**src/rtl/pit_pkg.sv**
```systemverilog
// Shared types, constants and helpers for the KR580VI53-style interval timer.
package pit_pkg;

  typedef enum logic [1:0] {
    MODE0 = 2'd0,
    MODE2 = 2'd2,
    MODE3 = 2'd3
  } mode_t;

  typedef enum logic [1:0] {
    RW_LATCH = 2'b00,
    RW_LSB   = 2'b01,
    RW_MSB   = 2'b10,
    RW_BOTH  = 2'b11
  } rw_t;

  typedef enum logic [1:0] {
    RS_IDLE = 2'd0,
    RS_PEND = 2'd1,
    RS_RUN  = 2'd2
  } run_state_t;

  localparam logic [1:0] A_CNT0 = 2'd0;
  localparam logic [1:0] A_CNT1 = 2'd1;
  localparam logic [1:0] A_CNT2 = 2'd2;
  localparam logic [1:0] A_CTRL = 2'd3;

  // Unsupported 8253 modes collapse onto the nearest supported one.
  function automatic mode_t decode_mode(input logic [2:0] m);
    case (m)
      3'd2, 3'd6: decode_mode = MODE2;
      3'd3, 3'd7: decode_mode = MODE3;
      default:    decode_mode = MODE0;
    endcase
  endfunction

endpackage

```
**src/rtl/pit_counter.sv**
```systemverilog
// One 16-bit binary down-counter channel: count/output latch registers,
// read/write byte flip-flops, load/run sequencing and tout generation.
module pit_counter
  import pit_pkg::*;
#(
  parameter int unsigned TICK_SYNC = 1
) (
  input  logic       clock,
  input  logic       reset_n,
  input  logic       tick,
  input  logic       gate,
  input  logic       ctrl_wr,
  input  logic       data_wr,
  input  logic [7:0] data_in,
  input  logic       rd_adv,
  output logic [7:0] rd_data,
  output logic       tout
);

  mode_t       mode;
  rw_t         rw;
  rw_t         ctrl_rw;
  mode_t       ctrl_mode;
  run_state_t  state, state_nx;
  logic [15:0] cr, count, ol, half_hi, half_lo, rd_word;
  logic [16:0] n_full;
  logic        latched, wr_msb, rd_msb;
  logic        gate_eff, gate_prev, gate_rise;
  logic        load_now, count_en, wr_done;

  generate
    if (TICK_SYNC != 0) begin : g_sync
      logic gate_q;
      always_ff @(posedge clock) begin
        if (!reset_n) gate_q <= 1'b0;
        else          gate_q <= gate;
      end
      assign gate_eff = gate_q;
    end else begin : g_direct
      assign gate_eff = gate;
    end
  endgenerate

  assign ctrl_rw   = rw_t'(data_in[5:4]);
  assign ctrl_mode = decode_mode(data_in[3:1]);
  assign gate_rise = gate_eff & ~gate_prev & (mode != MODE0);
  assign wr_done   = data_wr & ((rw != RW_BOTH) | wr_msb);

  // A count register of zero stands for 65536; mode 3 splits N into ceil/floor halves.
  assign n_full  = (cr == 16'd0) ? 17'h10000 : {1'b0, cr};
  assign half_hi = 16'((n_full + 17'd1) >> 1);
  assign half_lo = (n_full[16:1] == 16'd0) ? 16'd1 : n_full[16:1];

  always_ff @(posedge clock) begin
    if (!reset_n) state <= RS_IDLE;
    else          state <= state_nx;
  end

  always_comb begin
    state_nx = state;
    if (tick && state == RS_PEND)                 state_nx = RS_RUN;
    if (gate_rise && state == RS_RUN)             state_nx = RS_PEND;
    if (ctrl_wr && ctrl_rw != RW_LATCH)           state_nx = RS_IDLE;
    if (wr_done)                                  state_nx = RS_PEND;
  end

  always_comb begin
    load_now = 1'b0;
    count_en = 1'b0;
    if (tick) begin
      load_now = (state == RS_PEND);
      count_en = (state == RS_RUN) && gate_eff;
    end
  end

  // Tick effects use pre-write state; bus writes later in this block take priority.
  always_ff @(posedge clock) begin
    if (!reset_n) begin
      mode      <= MODE0;
      rw        <= RW_BOTH;
      cr        <= '0;
      count     <= '0;
      ol        <= '0;
      latched   <= 1'b0;
      wr_msb    <= 1'b0;
      rd_msb    <= 1'b0;
      tout      <= 1'b0;
      gate_prev <= 1'b0;
    end else begin
      gate_prev <= gate_eff;
      if (load_now) begin
        count <= (mode == MODE3) ? half_hi : cr;
        if (mode != MODE0) tout <= 1'b1;
      end else if (count_en) begin
        case (mode)
          MODE2: begin
            if (count == 16'd1) begin
              count <= cr;
              tout  <= 1'b1;
            end else begin
              count <= count - 16'd1;
              if (count == 16'd2) tout <= 1'b0;
            end
          end
          MODE3: begin
            if (count == 16'd1) begin
              tout  <= ~tout;
              count <= tout ? half_lo : half_hi;
            end else begin
              count <= count - 16'd1;
            end
          end
          default: begin
            count <= count - 16'd1;
            if (count == 16'd1) tout <= 1'b1;
          end
        endcase
      end
      if (mode != MODE0 && !gate_eff) tout <= 1'b1;

      if (ctrl_wr) begin
        if (ctrl_rw != RW_LATCH) begin
          mode    <= ctrl_mode;
          rw      <= ctrl_rw;
          wr_msb  <= 1'b0;
          rd_msb  <= 1'b0;
          latched <= 1'b0;
          tout    <= (ctrl_mode != MODE0);
        end else if (!latched) begin
          ol      <= count;
          latched <= 1'b1;
        end
      end

      if (data_wr) begin
        case (rw)
          RW_LSB: cr <= {8'h00, data_in};
          RW_MSB: cr <= {data_in, 8'h00};
          default: begin
            if (wr_msb) cr[15:8] <= data_in;
            else        cr[7:0]  <= data_in;
            wr_msb <= ~wr_msb;
          end
        endcase
        if (wr_done && mode == MODE0) tout <= 1'b0;
      end

      if (rd_adv) begin
        if (rw == RW_BOTH)           rd_msb  <= ~rd_msb;
        if (rw != RW_BOTH || rd_msb) latched <= 1'b0;
      end
    end
  end

  assign rd_word = latched ? ol : count;
  assign rd_data = (rw == RW_MSB || (rw == RW_BOTH && rd_msb)) ? rd_word[15:8] : rd_word[7:0];

endmodule

```
**src/rtl/pit_vi53_lite.sv**
```systemverilog
// Port-mapped three-channel interval timer: address decode, control-word
// dispatch to the counter channels and the read-data mux.
module pit_vi53_lite
  import pit_pkg::*;
#(
  parameter int unsigned TICK_SYNC = 1
) (
  input  logic       clock,
  input  logic       reset_n,
  input  logic       ce,
  input  logic       tick,
  input  logic       sel,
  input  logic [1:0] addr,
  input  logic       port_we,
  input  logic [7:0] data_in,
  input  logic       rd_stb,
  output logic [7:0] data_out,
  input  logic [2:0] gate,
  output logic [2:0] tout
);

  logic       wr_en, rd_en;
  logic [2:0] data_wr, ctrl_wr, rd_adv;
  logic [7:0] rd_data [3];

  assign wr_en = ce & sel & port_we;
  assign rd_en = ce & sel & rd_stb;

  // Select field 3 matches no channel, so such control words are dropped.
  always_comb begin
    data_wr = '0;
    ctrl_wr = '0;
    rd_adv  = '0;
    for (int i = 0; i < 3; i++) begin
      data_wr[i] = wr_en && (addr == 2'(i));
      ctrl_wr[i] = wr_en && (addr == A_CTRL) && (data_in[7:6] == 2'(i));
      rd_adv[i]  = rd_en && (addr == 2'(i));
    end
  end

  generate
    for (genvar g = 0; g < 3; g++) begin : g_cnt
      pit_counter #(.TICK_SYNC(TICK_SYNC)) u_cnt (
        .clock   (clock),
        .reset_n (reset_n),
        .tick    (tick),
        .gate    (gate[g]),
        .ctrl_wr (ctrl_wr[g]),
        .data_wr (data_wr[g]),
        .data_in (data_in),
        .rd_adv  (rd_adv[g]),
        .rd_data (rd_data[g]),
        .tout    (tout[g])
      );
    end
  endgenerate

  always_comb begin
    data_out = 8'hFF;
    case (addr)
      A_CNT0:  data_out = rd_data[0];
      A_CNT1:  data_out = rd_data[1];
      A_CNT2:  data_out = rd_data[2];
      default: data_out = 8'hFF;
    endcase
  end

endmodule

```
**config.mk**
```make
export PLATFORM = sky130hd
export DESIGN_NAME = pit_vi53_lite
export DESIGN_NICKNAME = d
export VERILOG_FILES = /design/src/rtl/pit_pkg.sv /design/src/rtl/pit_counter.sv /design/src/rtl/pit_vi53_lite.sv
export SDC_FILE = /design/constraint.sdc
export NUM_CORES = 1
export LEC_CHECK = 0
export CAP_MARGIN = 20
export CORE_MARGIN = 1
export CORE_UTILIZATION = 35
export CTS_CLUSTER_DIAMETER = 40
export CTS_CLUSTER_SIZE = 24
export DETAILED_ROUTE_END_ITERATION = 10
export DONT_BUFFER_PORTS = 1
export PLACE_DENSITY = 0.47
export SLEW_MARGIN = 15
export SYNTH_ARGS = -nofsm -noshare
export SYNTH_HDL_FRONTEND = slang
export SYNTH_SLANG_ARGS = --single-unit
```
**constraint.sdc**
```tcl
create_clock -name clock -period 5.5 [get_ports clock]
set_clock_uncertainty 0.1 [all_clocks]
set_input_delay 0.55 -clock clock [delete_from_list [all_inputs] [get_ports clock]]
set_output_delay 0.55 -clock clock [all_outputs]
set_load 0.03 [all_outputs]
```
; Word-level counts from Yosys, hierarchy flattened
; Index checks and enable logic that the tools add are counted.
[op_classes]
addsub = 6
n_mux = 135
n_reduce_logical = 85
n_bitwise = 29
n_eq_ne = 42
[ops]
columns = operator, count
row1 = 16-bit two-way mux, 24
row2 = 16-bit case mux with 2 select lines, 6
row3 = 16-bit logical NOT, 6
row4 = 1-bit two-way mux, 88
row5 = 8-bit two-way mux, 9
row6 = 17-bit by 1-bit adder with 17-bit output (second input constant), 3
row7 = 17-bit two-way mux, 3
row8 = 16-bit by 1-bit equality test with 1-bit output (second input constant), 3
row9 = 16-bit by 2-bit equality test with 1-bit output (second input constant), 3
row10 = 16-bit by 1-bit subtractor with 16-bit output (second input constant), 3
row11 = 2-bit equality test (second input constant), 18
row12 = 1-bit logical AND, 31
row13 = 8-bit case mux with 3 select lines, 1
row14 = 2-bit AND reduction, 12
row15 = 2-bit by 1-bit equality test with 1-bit output (second input constant), 8
row16 = 2-bit nonzero test, 8
row17 = 1-bit inverter, 14
row18 = 1-bit AND, 12
row19 = 4-bit nonzero test, 3
row20 = 4-bit OR reduction, 3
row21 = 2-bit logical NOT, 5
row22 = 2-bit OR reduction, 5
row23 = 3-bit inequality test (second input constant), 3
row24 = 3-bit nonzero test, 3
row25 = 8 further kinds, 23
[totals]
input_bits = 20
word_cells = 339
output_inout_bits = 11
register_bits = 180

; Depth between registers and ports, before layout
; Gate-level depths: netlist (run 1).
[depth]
depth_word = 11
mapped_depth = 11
mapped_depth_nobuf = 8

; Hierarchy
; A second synthesis (run 1) with hierarchy kept.
[unflattened]
cells_unflattened = 1766
hier_area_um2 = 13559.3
[by_module_without_submodules]
columns = module, area_each_um2, cells_per_inst, instances, seq_area_each_um2
row1 = pit_counter (g_cnt[0].u_cnt ...), 4493.1, 585, 2, 1201.2
row2 = pit_counter (g_cnt[2].u_cnt), 4287.9, 562, 1, 1201.2
row3 = pit_vi53_lite, 285.3, 34, 1, 0.0

; Worst setup path before layout (run 1)
; Ideal clock, no wire load.
[synth_path]
path_kind = reg2out
startpoint = register g_cnt[0].u_cnt.rw[0]
endpoint = output data_out[0]
n_path_buf = 0
required_ns = 4.850
path_stages_with_launch = 7
arrival_time_ns = 2.388
path_slack_ns = 2.462
path_cell_list = dfxtp_1 inv_1 ha_1 a21oi_1 mux4_2 mux2i_1 o21ai_0
[synth_between]
elab_chain_len = 5
word_cells_on_any_way = 6
classes_between = eq/ne: 2 / mux: 2 / reduce/logical: 2
[synth_rtl]
columns = element, line
row1 = "start, declared", pit_counter.sv:21  ; rw_t rw;
row2 = "start signal, assigned", pit_counter.sv:124  ; rw <= ctrl_rw;
row3 = 2-bit equality test, pit_counter.sv:156  ; assign rd_data = (rw == RW_MSB || (rw == RW_BOTH && rd_msb)) ? rd_word[15:8] : rd_word[7:0];
row4 = 1-bit logical AND, pit_counter.sv:156
row5 = 1-bit logical OR *, pit_counter.sv:156
row6 = 8-bit two-way mux *, pit_counter.sv:156
row7 = 8-bit case mux with 3 select lines *, pit_vi53_lite.sv:60  ; case (addr)
row8 = "end, declared", pit_vi53_lite.sv:17  ; output logic [7:0] data_out,
; Every way passes the cells marked *; elsewhere a longest branch is shown, timed or not.

; Final worst setup path (run 1)
[layout_path]
startpoint = register g_cnt[2].u_cnt.rw[0]
endpoint = output data_out[0]
[layout_between]
elab_chain_len = 5
word_cells_on_any_way = 6
classes_between = eq/ne: 2 / mux: 2 / reduce/logical: 2
[layout_rtl]
columns = element, line
row1 = "start, declared", pit_counter.sv:21
row2 = "start signal, assigned", pit_counter.sv:124
row3 = 2-bit equality test, pit_counter.sv:156
row4 = 1-bit logical AND, pit_counter.sv:156
row5 = 1-bit logical OR *, pit_counter.sv:156
row6 = 8-bit two-way mux *, pit_counter.sv:156
row7 = 8-bit case mux with 3 select lines *, pit_vi53_lite.sv:60
; Marked as above.

==> metrics.md, run 1 <==
| Metric | Value |
|---|---|
| Synth top area share | `0.288` |
| Setup WS pre-CTS | `between 2 and 2.5 ns` |
| Yosys warns | `0` |
| Kind of critical path | `register to output port` |
| Slowest CP cell | `a21oi_1` |
| Setup TNS | `0 ns` |
| CTS resizes | `0` |
| Finished Layout Cells | `approximately 2.1k` |
| Placer's final routability congestion estimate | `roughly 0.84` |
| DR pass1 iterations | `6` |
| Fmax | `between 200 and 300 MHz` |
| Die width | `roughly 190 um` |
| Netlist Area Pre-Place | `approximately 13000 sq um` |
| Final setup violation count | `0` |
| Leakage | `4.32 nW` |
| Share of cells above drive strength 1 | `0.0630` |
| Slew of the pin with the lowest slew margin | `approximately 1.1 ns` |
| Hold slack | `0.116 ns` |
| Via density | `between 6 and 7` |
| Congestion Overflow GR | `0` |
| Storage cell area | `between 3000 and 4000 sq um` |
| DR iter-0 viols | `roughly 1.2k` |
| Max-slew violations | `0` |
| Hold depth | `1` |
| Req. time, crit path | `between 4 and 5 ns` |
| Sequential Power Share | `0.504` |
| Worst VDD drop | `around 0.21 mV` |
| Final period util | `0.700` |
| WL per Instance | `approximately 22 um` |
| Diodes inserted | `0` |
| Area of the multi-input gates | `around 8100 sq um` |
| Cell family with most CP delay | `compound AO/OA/AOI/OAI gates` |
| Maximum level of the CTS H-tree | `4` |
| Switching Share | `0.262` |
| # fillers | `between 3k and 4k` |
| Final nets | `between 1.5k and 2k` |
| P_int | `about 1.9 mW` |
| Min Tclk post-route | `slightly below 4 ns` |
| Worst Slack Setup Final | `1.65 ns` |
| Sequential fraction of the synthesis area | `0.288` |
| Area leader, netlist | `dfxtp_1` |
| Routed Antenna Nets | `0` |
| DR vias | `between 10k and 15k` |
| Crit. End Element | `output port` |
| Worst setup SP type | `register` |
| CORE AREA | `34900 sq um` |
| Ports | `31` |
| Power Density | `roughly 200 nW/um^2` |
| Buffer count from post-CTS setup fixing | `0` |
| Number of global-route vias before repair | `~12k` |
| Syn Nets | `approximately 1.8k` |
| Synth cell types | `78` |
| Most used cell, CP | `o21ai_0` |
| Status | `finished, final reports clean` |
| Die height | `191 um` |
| RSZ-0062 raised after global routing | `false` |
| Main synth FF type | `dfxtp_1` |
| Die Area | `about 37000 sq um` |
| Max-Cap Viols | `0` |
| Worst reg2reg path depth | `6` |
| Max Root-Sink Buffers | `2` |
| Clock Power Share | `0.452` |
| WP depth | `6` |
| Hold violation count in the final report | `0` |
| Antenna violations before repair | `0` |
| CTS tree | `yes` |
| Drt total wl | `~45 mm` |
| Reg clk slew, reported paths | `~0.07 ns` |
| Number of synthesized flops with an enable pin | `0` |
| Gate Count Post-Synth | `between 1.5k and 2k` |
| Syn avg cell area | `approximately 7.3 sq um` |
| FP Rows | `68` |
| Switch Pwr | `just under 0.7 mW` |
| Max_slew headroom | `0.240` |
| Clock sinks | `180` |
| Seq cells post-synth | `180` |
| # port buffers | `0` |
| CTS Hold Bufs | `0` |
| WP data arrival | `roughly 3.2 ns` |
| Layout area overhead | `4.69%` |
| DRC Markers | `0` |
| Dominant cells by area after synthesis | `dfxtp_1 (29%), a21oi_1 (8.7%), nand2_1 (7.8%)` |
| CP max FO | `8` |
| Largest net degree at the start of global routing | `79` |
| Final HPWL DP | `roughly 32 mm` |
| Cells along the critical path | `inv_1 -> ha_1 -> a21oi_1 -> mux4_2 -> o21ai_0 -> o21ai_0` |
| Crit-path max cell delay | `slightly below 0.8 ns` |
| First-pass GRT wire length | `70.2 mm` |
| Async SR Flop Fraction | `0` |
| Total Power | `about 2.6 mW` |
| CTS Buf Count | `17` |
| Clock latency at the later pin of the worst-skew pair | `roughly 0.44 ns` |
| Initial Utilization | `0.359` |
| All-layer global routing usage | `0.248` |
| WP buf/inv | `1` |
| Hold WC Path Type | `input port to register` |
| Flop-to-flop setup slack | `2.54 ns` |
| Root buffer cell | `clkbuf_16` |
| Logic pwr share | `0.044` |
| Number of cells after detailed placement | `2025` |
## power by group through the flow
stage	clock network, mW	logic [mW]	registers (mW)
floorplan	0	0.109	1.35
global placement	0	0.116	1.36
detailed placement	0	0.116	1.36
CTS	1.22	0.116	1.32
global route	1.28	0.127	1.33
finish	1.19	0.116	1.32
## per-layer routing
| metal | wire length, um | vias up | share of wire | GRT usage |
|---|---|---|---|---|
| li1 | - | 5989 | - | - |
| met1 | 20700 | 6121 | 0.46 | 0.338 |
| met2 | 21300 | 315 | 0.47 | 0.403 |
| met3 | 2030 | 59 | 0.045 | 0.0364 |
| met4 | 966 | 0 | 0.021 | 0.0739 |
| met5 | 0 | - | 0 | 0 |
## cells in the mapped netlist (25+ instances only)
cell	n
nand2_1	262
a21oi_1	219
dfxtp_1	180
clkbuf_1	135
nand3_1	107
o21ai_0	97
nor2_1	87
inv_1	42
a31oi_1	34
xnor2_1	34
nor3_1	32
nor4_1	32
mux2i_1	25
nand4_1	25
o211ai_1	25
## logic make-up (layout without fill, tap and decap cells)
group	after synthesis	after routing	synth area share
adders and majority gates	24	24	0.0240
muxes	51	51	0.0649
xor gates and xnor gates	58	58	0.0405
and+or+nand+nor	681	681	0.270
buffers and inverters	205	89	0.0633
DFF	180	180	0.288
AOI/OAI and AO/OA	520	520	0.250
## placed cells by master, fill, tap and decap left out, drive strengths merged, types with 25 or more instances in the layout
cell	instances
nand2	262
a21oi	219
dfxtp	180
nand3	108
o21ai	106
nor2	87
inv	49
nor4	35
xnor2	34
a31oi	34
nor3	32
nand4	27
mux2i	25
o211ai	25
## area by class of cell
class	count	share of cell area
multi-input combinational	1334	0.620
sequential	180	0.275
tap	455	0.0434
clock buffer	18	0.0327
inverter	44	0.0128
clock inverter	14	0.00916
timing repair buffer	13	0.00725
## sequential cells by signal, summed over array words and instances (netlist names)
register,flops
g_cnt.u_cnt.wr_msb,3
g_cnt.u_cnt.tout,3
g_cnt.u_cnt.rw,6
g_cnt.u_cnt.cr,48
g_cnt.u_cnt.count,48
g_cnt.u_cnt.mode,6
g_cnt.u_cnt.rd_msb,3
g_cnt.u_cnt.latched,3
g_cnt.u_cnt.state,6
g_cnt.u_cnt.ol,48
g_cnt.u_cnt.gate_prev,3
g_cnt.u_cnt.g_sync.gate_q,3
## per-stage QoR
stage,area [sq um],utilization
global placement,12600,0.360
detailed placement,12600,0.360
floorplan,12500,-
global route,13100,0.376
CTS,13100,0.376
finish,13100,0.376
## worst paths after layout
check / start / to
worst max-delay path: g_cnt[2].u_cnt.rw[0] / data_out[0]
worst min-delay path: reset_n / g_cnt[2].u_cnt.rw[1]
worst max register to register: g_cnt[1].u_cnt.count[2] / g_cnt[1].u_cnt.count[15]
worst min register to register: g_cnt[0].u_cnt.ol[13] / g_cnt[0].u_cnt.ol[13]
No activity file was read; power rests on OpenSTA's default activity.
==> inputs of run 2 (changes only) <==
--- a/config.mk
+++ b/config.mk
@@ -12,7 +12,7 @@
 export CTS_CLUSTER_SIZE = 24
 export DETAILED_ROUTE_END_ITERATION = 10
 export DONT_BUFFER_PORTS = 1
-export PLACE_DENSITY = 0.47
+export PLACE_DENSITY = 0.49
 export SLEW_MARGIN = 15
 export SYNTH_ARGS = -nofsm -noshare
 export SYNTH_HDL_FRONTEND = slang
==> constraint.sdc (replaced) <==
create_clock -name clock -period 3.5 [get_ports clock]
set_clock_uncertainty 0.1 [all_clocks]
set_input_delay 0.35 -clock clock [delete_from_list [all_inputs] [get_ports clock]]
set_output_delay 0.35 -clock clock [all_outputs]
set_load 0.03 [all_outputs]
==> run 2 against run 1 <==
  * Clock power increased by 67%
  * Critical path depth increased by 2
  * Hold slack got worse by 0.094 ns
  * Total power increased by 64%
  * Critical path type unchanged
  * Critical endpoint unchanged
  * Largest power group unchanged
==> metrics.md, run 2 (same netlist as run 1, synthesis figures left out) <==
| Metric | Value |
|---|---|
| Worst Setup SP | `g_cnt[0].u_cnt.rw[0] (was g_cnt[2].u_cnt.rw[0])` |
| CTS Hold Bufs | `17 (was 0)` |
| Post-layout util | `0.391 (was 0.376)` |
| Storage cell area | `3600 sq um (unchanged)` |
| Number of cells after detailed placement | `2066 (was 2025)` |
| Min Tclk post-route | `about 3.0 ns` |
| Antenna violations before repair | `0 (unchanged)` |
| Worst reg2reg path depth | `5 (was 6)` |
| Crit-path max cell delay | `0.56 ns (was 0.79 ns)` |
| Switch Pwr | `1.16 mW (was 0.689 mW)` |
| CTS tree | `yes (unchanged)` |
| DR vias | `12.9k (was 12.5k)` |
| Layout area overhead | `8.92% (was 4.69%)` |
| Regs by FF count | `g_cnt.u_cnt.count x48, g_cnt.u_cnt.cr x48, g_cnt.u_cnt.ol x48 (unchanged)` |
| GRT met2 Usage | `0.417 (was 0.403)` |
| Switching Share | `0.269 (was 0.262)` |
| Reg2reg start | `g_cnt[2].u_cnt.count[4] (was g_cnt[1].u_cnt.count[2])` |
| DR iter-0 viols | `1239 (was 1205)` |
| Most frequent cells in the layout | `nand2_1 (262), a21oi_1 (219), dfxtp_1 (180) (unchanged)` |
| Hold slack | `0.0228 ns (was 0.116 ns)` |
| Crit. End Element | `output port (unchanged)` |
| Setup TNS | `0 ns (unchanged)` |
| Area of the multi-input gates | `8140 sq um (unchanged)` |
| Congestion Overflow GR | `0 (unchanged)` |
| Clock sinks | `180 (unchanged)` |
| Logic pwr share | `0.058 (was 0.044)` |
| Final instance area | `13600 sq um (was 13100 sq um)` |
| Hold depth | `2 (was 1)` |
| Met1 usage | `0.342 (was 0.338)` |
| CORE AREA | `34900 sq um (unchanged)` |
| Status | `finished, final reports clean (unchanged)` |
| # port buffers | `0 (unchanged)` |
| Initial Utilization | `0.359 (unchanged)` |
| WL per Instance | `21.9 um (about the same)` |
| Busiest grt layer | `met2 (unchanged)` |
| Met3 Track Usage GR | `0.0398 (was 0.0364)` |
| Kind of critical path | `register to output port (unchanged)` |
| DRC Markers | `0 (unchanged)` |
| Reg clk slew, reported paths | `0.08 ns (was 0.07 ns)` |
| Number of global-route vias before repair | `12.0k (was 11.6k)` |
| Worst VDD drop | `0.387 mV (was 0.206 mV)` |
| RSZ-0062 raised after global routing | `false (unchanged)` |
| Min-Delay Endpoint | `g_cnt[2].u_cnt.tout (was g_cnt[2].u_cnt.rw[1])` |
| Worst setup SP type | `register (unchanged)` |
| Power Density | `316 nW/um^2 (was 200 nW/um^2)` |
| Root buffer cell | `clkbuf_16 (unchanged)` |
| Fmax | `about 330 MHz` |
| Final setup violation count | `0 (unchanged)` |
| CTS Buf Count | `17 (unchanged)` |
| Sequential Power Share | `0.482 (was 0.504)` |
| WP data arrival | `2.54 ns (was 3.20 ns)` |
| Final period util | `0.854` |
| Hold WC Path Type | `input port to register (unchanged)` |
| Maximum level of the CTS H-tree | `4 (unchanged)` |
| P_int | `3.16 mW (was 1.94 mW)` |
| Ports | `31 (unchanged)` |
| # fillers | `3725 (was 3769)` |
| Largest net degree at the start of global routing | `71 (was 79)` |
| Flop-to-flop setup slack | `0.74 ns (was 2.54 ns)` |
| Clock Power Share | `0.461 (was 0.452)` |
| Die width | `191 um (unchanged)` |
| Buffer count from post-CTS setup fixing | `0 (unchanged)` |
| DR pass1 iterations | `6 (unchanged)` |
| Die height | `191 um (unchanged)` |
| Max Root-Sink Buffers | `2 (unchanged)` |
| Clock latency at the later pin of the worst-skew pair | `0.45 ns (was 0.44 ns)` |
| Max_slew headroom | `0.401 (was 0.240)` |
| Cells along the critical path | `inv_1 -> ha_1 -> a21oi_1 -> buf_4 -> mux4_2 -> mux2i_1 -> o21ai_0 -> buf_4 (was inv_1 -> ha_1 -> a21oi_1 -> mux4_2 -> o21ai_0 -> o21ai_0)` |
| All-layer global routing usage | `0.256 (was 0.248)` |
| Final HPWL DP | `32.5 mm (was 31.9 mm)` |
| Placer's final routability congestion estimate | `0.897 (was 0.845)` |
| Share of cells above drive strength 1 | `0.0867 (was 0.0630)` |
| Commonest non-fill, non-tap cell in the layout | `nand2_1 (unchanged)` |
| CP max FO | `8 (unchanged)` |
| Slowest CP cell | `mux4_2 (was a21oi_1)` |
| Die Area | `36600 sq um (unchanged)` |
| Leakage | `4.63 nW (was 4.32 nW)` |
| Final nets | `1692 (was 1634)` |
| Max-slew violations | `0 (unchanged)` |
| Max-Cap Viols | `0 (unchanged)` |
| Critical R2R Capture | `g_cnt[2].u_cnt.count[9] (was g_cnt[1].u_cnt.count[15])` |
| Post-DP Area | `12900 sq um (was 12600 sq um)` |
| Slew of the pin with the lowest slew margin | `0.893 ns (was 1.13 ns)` |
| Hold violation count in the final report | `0 (unchanged)` |
| Via density | `6.08 (was 6.07)` |
| Drt total wl | `46.3 mm (was 45.0 mm)` |
| Hold Crit Start | `data_in[2] (was reset_n)` |
| Most used cell, CP | `buf_4 (was o21ai_0)` |
| Finished Layout Cells | `2116 (was 2058)` |
| CTS resizes | `0 (unchanged)` |
| FP Rows | `68 (unchanged)` |
| Diodes inserted | `0 (unchanged)` |
| First-pass GRT wire length | `71.8 mm (was 70.2 mm)` |
| Req. time, crit path | `3.05 ns (was 4.85 ns)` |
| Routed Antenna Nets | `0 (unchanged)` |
-- run 2: power groups by stage --
| stage | sequential, mW | combinational (mW) | clock, mW |
|---|---|---|---|
| after floorplan | 2.11 | 0.171 | 0 |
| after global placement | 2.13 | 0.196 | 0 |
| after detailed placement | 2.13 | 0.195 | 0 |
| after CTS | 2.08 | 0.247 | 2.03 |
| after global routing | 2.08 | 0.266 | 2.11 |
| final | 2.08 | 0.249 | 1.99 |
-- run 2: per-layer routing --
metal | routed length, um | share of wire
met2 | 21800 | 0.47
met1 | 20600 | 0.44
met5 | 0 | 0
met3 | 2740 | 0.059
met4 | 1200 | 0.026
-- run 2: worst max-delay path, delay by kind of cell, from the launching register on --
family / cells / cell delay, ns
buffers and inverters: 3 / 0.48
flip-flops: 1 / 0.40
AO/OA/AOI/OAI: 2 / 0.28
adder cells (fa/ha/maj): 1 / 0.26
multiplexers: 2 / 0.69
-- run 2: worst max path at each step --
stage,endpoint,slack [ns],cells after the start
2_1_floorplan,data_out[0],0.66,6
3_3_place_gp,g_cnt[1].u_cnt.count[15],0.76,6
3_5_place_dp,g_cnt[1].u_cnt.count[15],0.80,6
4_1_cts,data_out[6],0.43,8
5_1_grt,data_out[1],0.35,8
6_report,data_out[0],0.51,8
-- run 2: cell type report --
class,instances,share of cell area
Timing Repair Buffer,71,0.0433
Multi-Input combinational cell,1334,0.596
Clock inverter,15,0.0116
Clock buffer,17,0.0312
Inverter,44,0.0123
Sequential cell,180,0.264
Tap cell,455,0.0417
-- run 2: per-stage QoR --
| stage | setup slack (ns) | total power [mW] |
|---|---|---|
| finish | 0.510 | 4.32 |
| global route | 0.348 | 4.46 |
| CTS | 0.429 | 4.36 |
| detailed placement | 0.800 | 2.32 |
| global placement | 0.762 | 2.32 |
| floorplan | 0.662 | 2.28 |
==> inputs of run 3 (changes only) <==
--- a/config.mk
+++ b/config.mk
@@ -6,6 +6,7 @@
 export NUM_CORES = 1
 export LEC_CHECK = 0
 export CAP_MARGIN = 20
+export CORE_ASPECT_RATIO = 1.4
 export CORE_MARGIN = 1
 export CORE_UTILIZATION = 35
 export CTS_CLUSTER_DIAMETER = 40
==> run 3 against run 2 <==
  * Non-clock buffer count rose by 10
  * Total power grew 3.5%
  * Sequential power about the same
  * First-iteration DRC count is 11% lower
  * Cell count rose by 0.66%
  * Worst setup slack got worse by 0.23 ns
  * Wire length rose by 7.5%
  * Design area up 0.98%
  * Critical path type unchanged
  * Sequential share of layout area fell by 0.26 points
  * Clock-buffer cell count is the same
==> metrics.md, run 3 (same netlist as run 1, synthesis figures left out) <==
| Metric | Value |
|---|---|
| Layout area overhead | `9.98% (was 8.92%)` |
| Cell family with most CP delay | `flip-flops (was multiplexers)` |
| Clock sinks | `180 (unchanged)` |
| RSZ-0062 raised after global routing | `false (unchanged)` |
| Placer's final routability congestion estimate | `0.939 (was 0.897)` |
| DRC Markers | `0 (unchanged)` |
| Routed Antenna Nets | `0 (unchanged)` |
| Leakage | `4.70 nW (was 4.63 nW)` |
| Congestion Overflow GR | `0 (unchanged)` |
| Worst setup SP type | `register (unchanged)` |
| Slew of the pin with the lowest slew margin | `0.930 ns (was 0.893 ns)` |
| Via density | `6.19 (was 6.08)` |
| Antenna violations before repair | `3 (was 0)` |
| WP data arrival | `2.77 ns (was 2.54 ns)` |
| Number of global-route vias before repair | `12.5k (was 12.0k)` |
| WL per Instance | `23.4 um (was 21.9 um)` |
| DR pass1 iterations | `5 (was 6)` |
| Commonest non-fill, non-tap cell in the layout | `nand2_1 (unchanged)` |
| Power Density | `324 nW/um^2 (was 316 nW/um^2)` |
| Min Tclk post-route | `3.22 ns (was 2.99 ns)` |
| Slowest CP cell | `dfxtp_1 (was mux4_2)` |
| Ports | `31 (unchanged)` |
| # port buffers | `0 (unchanged)` |
| Initial Utilization | `0.357 (was 0.359)` |
| Crit-path max cell delay | `0.74 ns (was 0.56 ns)` |
| CP max FO | `8 (unchanged)` |
| Fmax | `310 MHz (was 334 MHz)` |
| Largest net degree at the start of global routing | `55 (was 71)` |
| All-layer global routing usage | `0.274 (was 0.256)` |
| CORE AREA | `35100 sq um (was 34900 sq um)` |
| Die height | `226 um (was 191 um)` |
| Final setup violation count | `0 (unchanged)` |
| Max-Cap Viols | `0 (unchanged)` |
| WP buf/inv | `2 (was 3)` |
| First-pass GRT wire length | `75.8 mm (was 71.8 mm)` |
| Hold slack | `0.0122 ns (was 0.0228 ns)` |
| Share of cells above drive strength 1 | `0.0916 (was 0.0867)` |
| Final nets | `1702 (was 1692)` |
| Final HPWL DP | `35.2 mm (was 32.5 mm)` |
| Max_slew headroom | `0.379 (was 0.401)` |
| Final period util | `0.921 (was 0.854)` |
| Drt total wl | `49.8 mm (was 46.3 mm)` |
| Max Root-Sink Buffers | `2 (unchanged)` |
| Hold violation count in the final report | `0 (unchanged)` |
| Crit. End Element | `output port (unchanged)` |
| Clock latency at the later pin of the worst-skew pair | `0.47 ns (was 0.45 ns)` |
| Setup TNS | `0 ns (unchanged)` |
| Die Area | `36600 sq um (about the same)` |
| Maximum level of the CTS H-tree | `4 (unchanged)` |
| Hold WC Path Type | `input port to register (unchanged)` |
| Cells along the critical path | `buf_4 -> mux4_2 -> o21ai_0 -> o21ai_0 -> buf_4 (was inv_1 -> ha_1 -> a21oi_1 -> buf_4 -> mux4_2 -> mux2i_1 -> o21ai_0 -> buf_4)` |
| CTS tree | `yes (unchanged)` |
| CTS Buf Count | `17 (unchanged)` |
| Most frequent cells in the layout | `nand2_1 (262), a21oi_1 (219), dfxtp_1 (180) (unchanged)` |
| Max-slew violations | `0 (unchanged)` |
| FP Rows | `81 (was 68)` |
| Regs by FF count | `g_cnt.u_cnt.count x48, g_cnt.u_cnt.cr x48, g_cnt.u_cnt.ol x48 (unchanged)` |
| Die width | `162 um (was 191 um)` |
| Root buffer cell | `clkbuf_16 (unchanged)` |
| DR iter-0 viols | `1107 (was 1239)` |
| Status | `finished, final reports clean (unchanged)` |
| DR vias | `13.2k (was 12.9k)` |
| Kind of critical path | `register to output port (unchanged)` |
| Reg clk slew, reported paths | `0.09 ns (was 0.08 ns)` |
| Req. time, crit path | `3.05 ns (about the same)` |
| Worst VDD drop | `0.315 mV (was 0.387 mV)` |
[run 3: cell count changes in the layout (fill, tap and decap cells not counted)]
| cell | before | now |
|---|---|---|
| clkinv_4 | 3 | 1 |
| diode_2 | 0 | 3 |
| buf_2 | 1 | 0 |
| clkinv_2 | 1 | 0 |
| inv_8 | 4 | 6 |
| buf_4 | 53 | 63 |
| dlygate4sd3_1 | 16 | 17 |
| bufinv_16 | 1 | 2 |
| inv_6 | 5 | 3 |
| clkinv_8 | 0 | 2 |
[run 3: area by class of cell]
cell class / instances / area [sq um]
fillers: 3771 / 21300
clock buffers: 17 / 425
inverters: 44 / 168
clock inverters: 15 / 203
flip-flops and latches: 180 / 3600
multi-input cells: 1334 / 8140
diodes: 3 / 7.51
well taps: 456 / 571
repair buffers: 81 / 671
[run 3: per-layer routing]
metal	part of all wire	global-route usage
met1	0.39	0.317
met5	0	0
met4	0.067	0.180
met2	0.50	0.476
met3	0.047	0.0309
[run 3: repair_timing]
action                    CTS  global route
setup buffers               0             0
hold buffers               18             0
gates resized for setup     0             0
hold endpoints to repair  106             0
[run 3: metrics by stage]
stage	instance area, sq um	setup WS (ns)	utilization	instances	total power, mW
after floorplan	12500	0.662	-	1719	2.28
after global placement	12900	0.667	0.369	2077	2.33
after detailed placement	12900	0.723	0.369	2077	2.33
after CTS	13800	0.184	0.393	2127	4.51
after global routing	13800	0.126	0.393	2129	4.60
final	13800	0.277	0.393	2130	4.47
[run 3: final timing paths]
check	depth (start not counted)	startpoint	endpoint	slack [ns]
worst min register to register	2	g_cnt[2].u_cnt.ol[0]	g_cnt[2].u_cnt.ol[0]	0.35
worst max register to register	6	g_cnt[2].u_cnt.count[8]	g_cnt[2].u_cnt.count[3]	0.75
worst min-delay path	2	reset_n	g_cnt[1].u_cnt.count[11]	0.01
worst max-delay path	5	g_cnt[2].u_cnt.latched	data_out[6]	0.28
[run 3: power breakdown]
group | total (mW) | internal, mW | switching, mW
sequential | 2.08 | 2.06 | 0.0222
combinational | 0.260 | 0.0870 | 0.173
clock | 2.13 | 1.10 | 1.03
total | 4.47 | 3.25 | 1.22
[run 3: worst reg2reg max path, cell delays in order (launching register included)]
cell and delay (ns):
dfxtp_1 0.39, or4_4 0.60, nor4_4 0.55, and4_1 0.44, o21ai_1 0.12, a311oi_1 0.30, o22ai_1 0.13
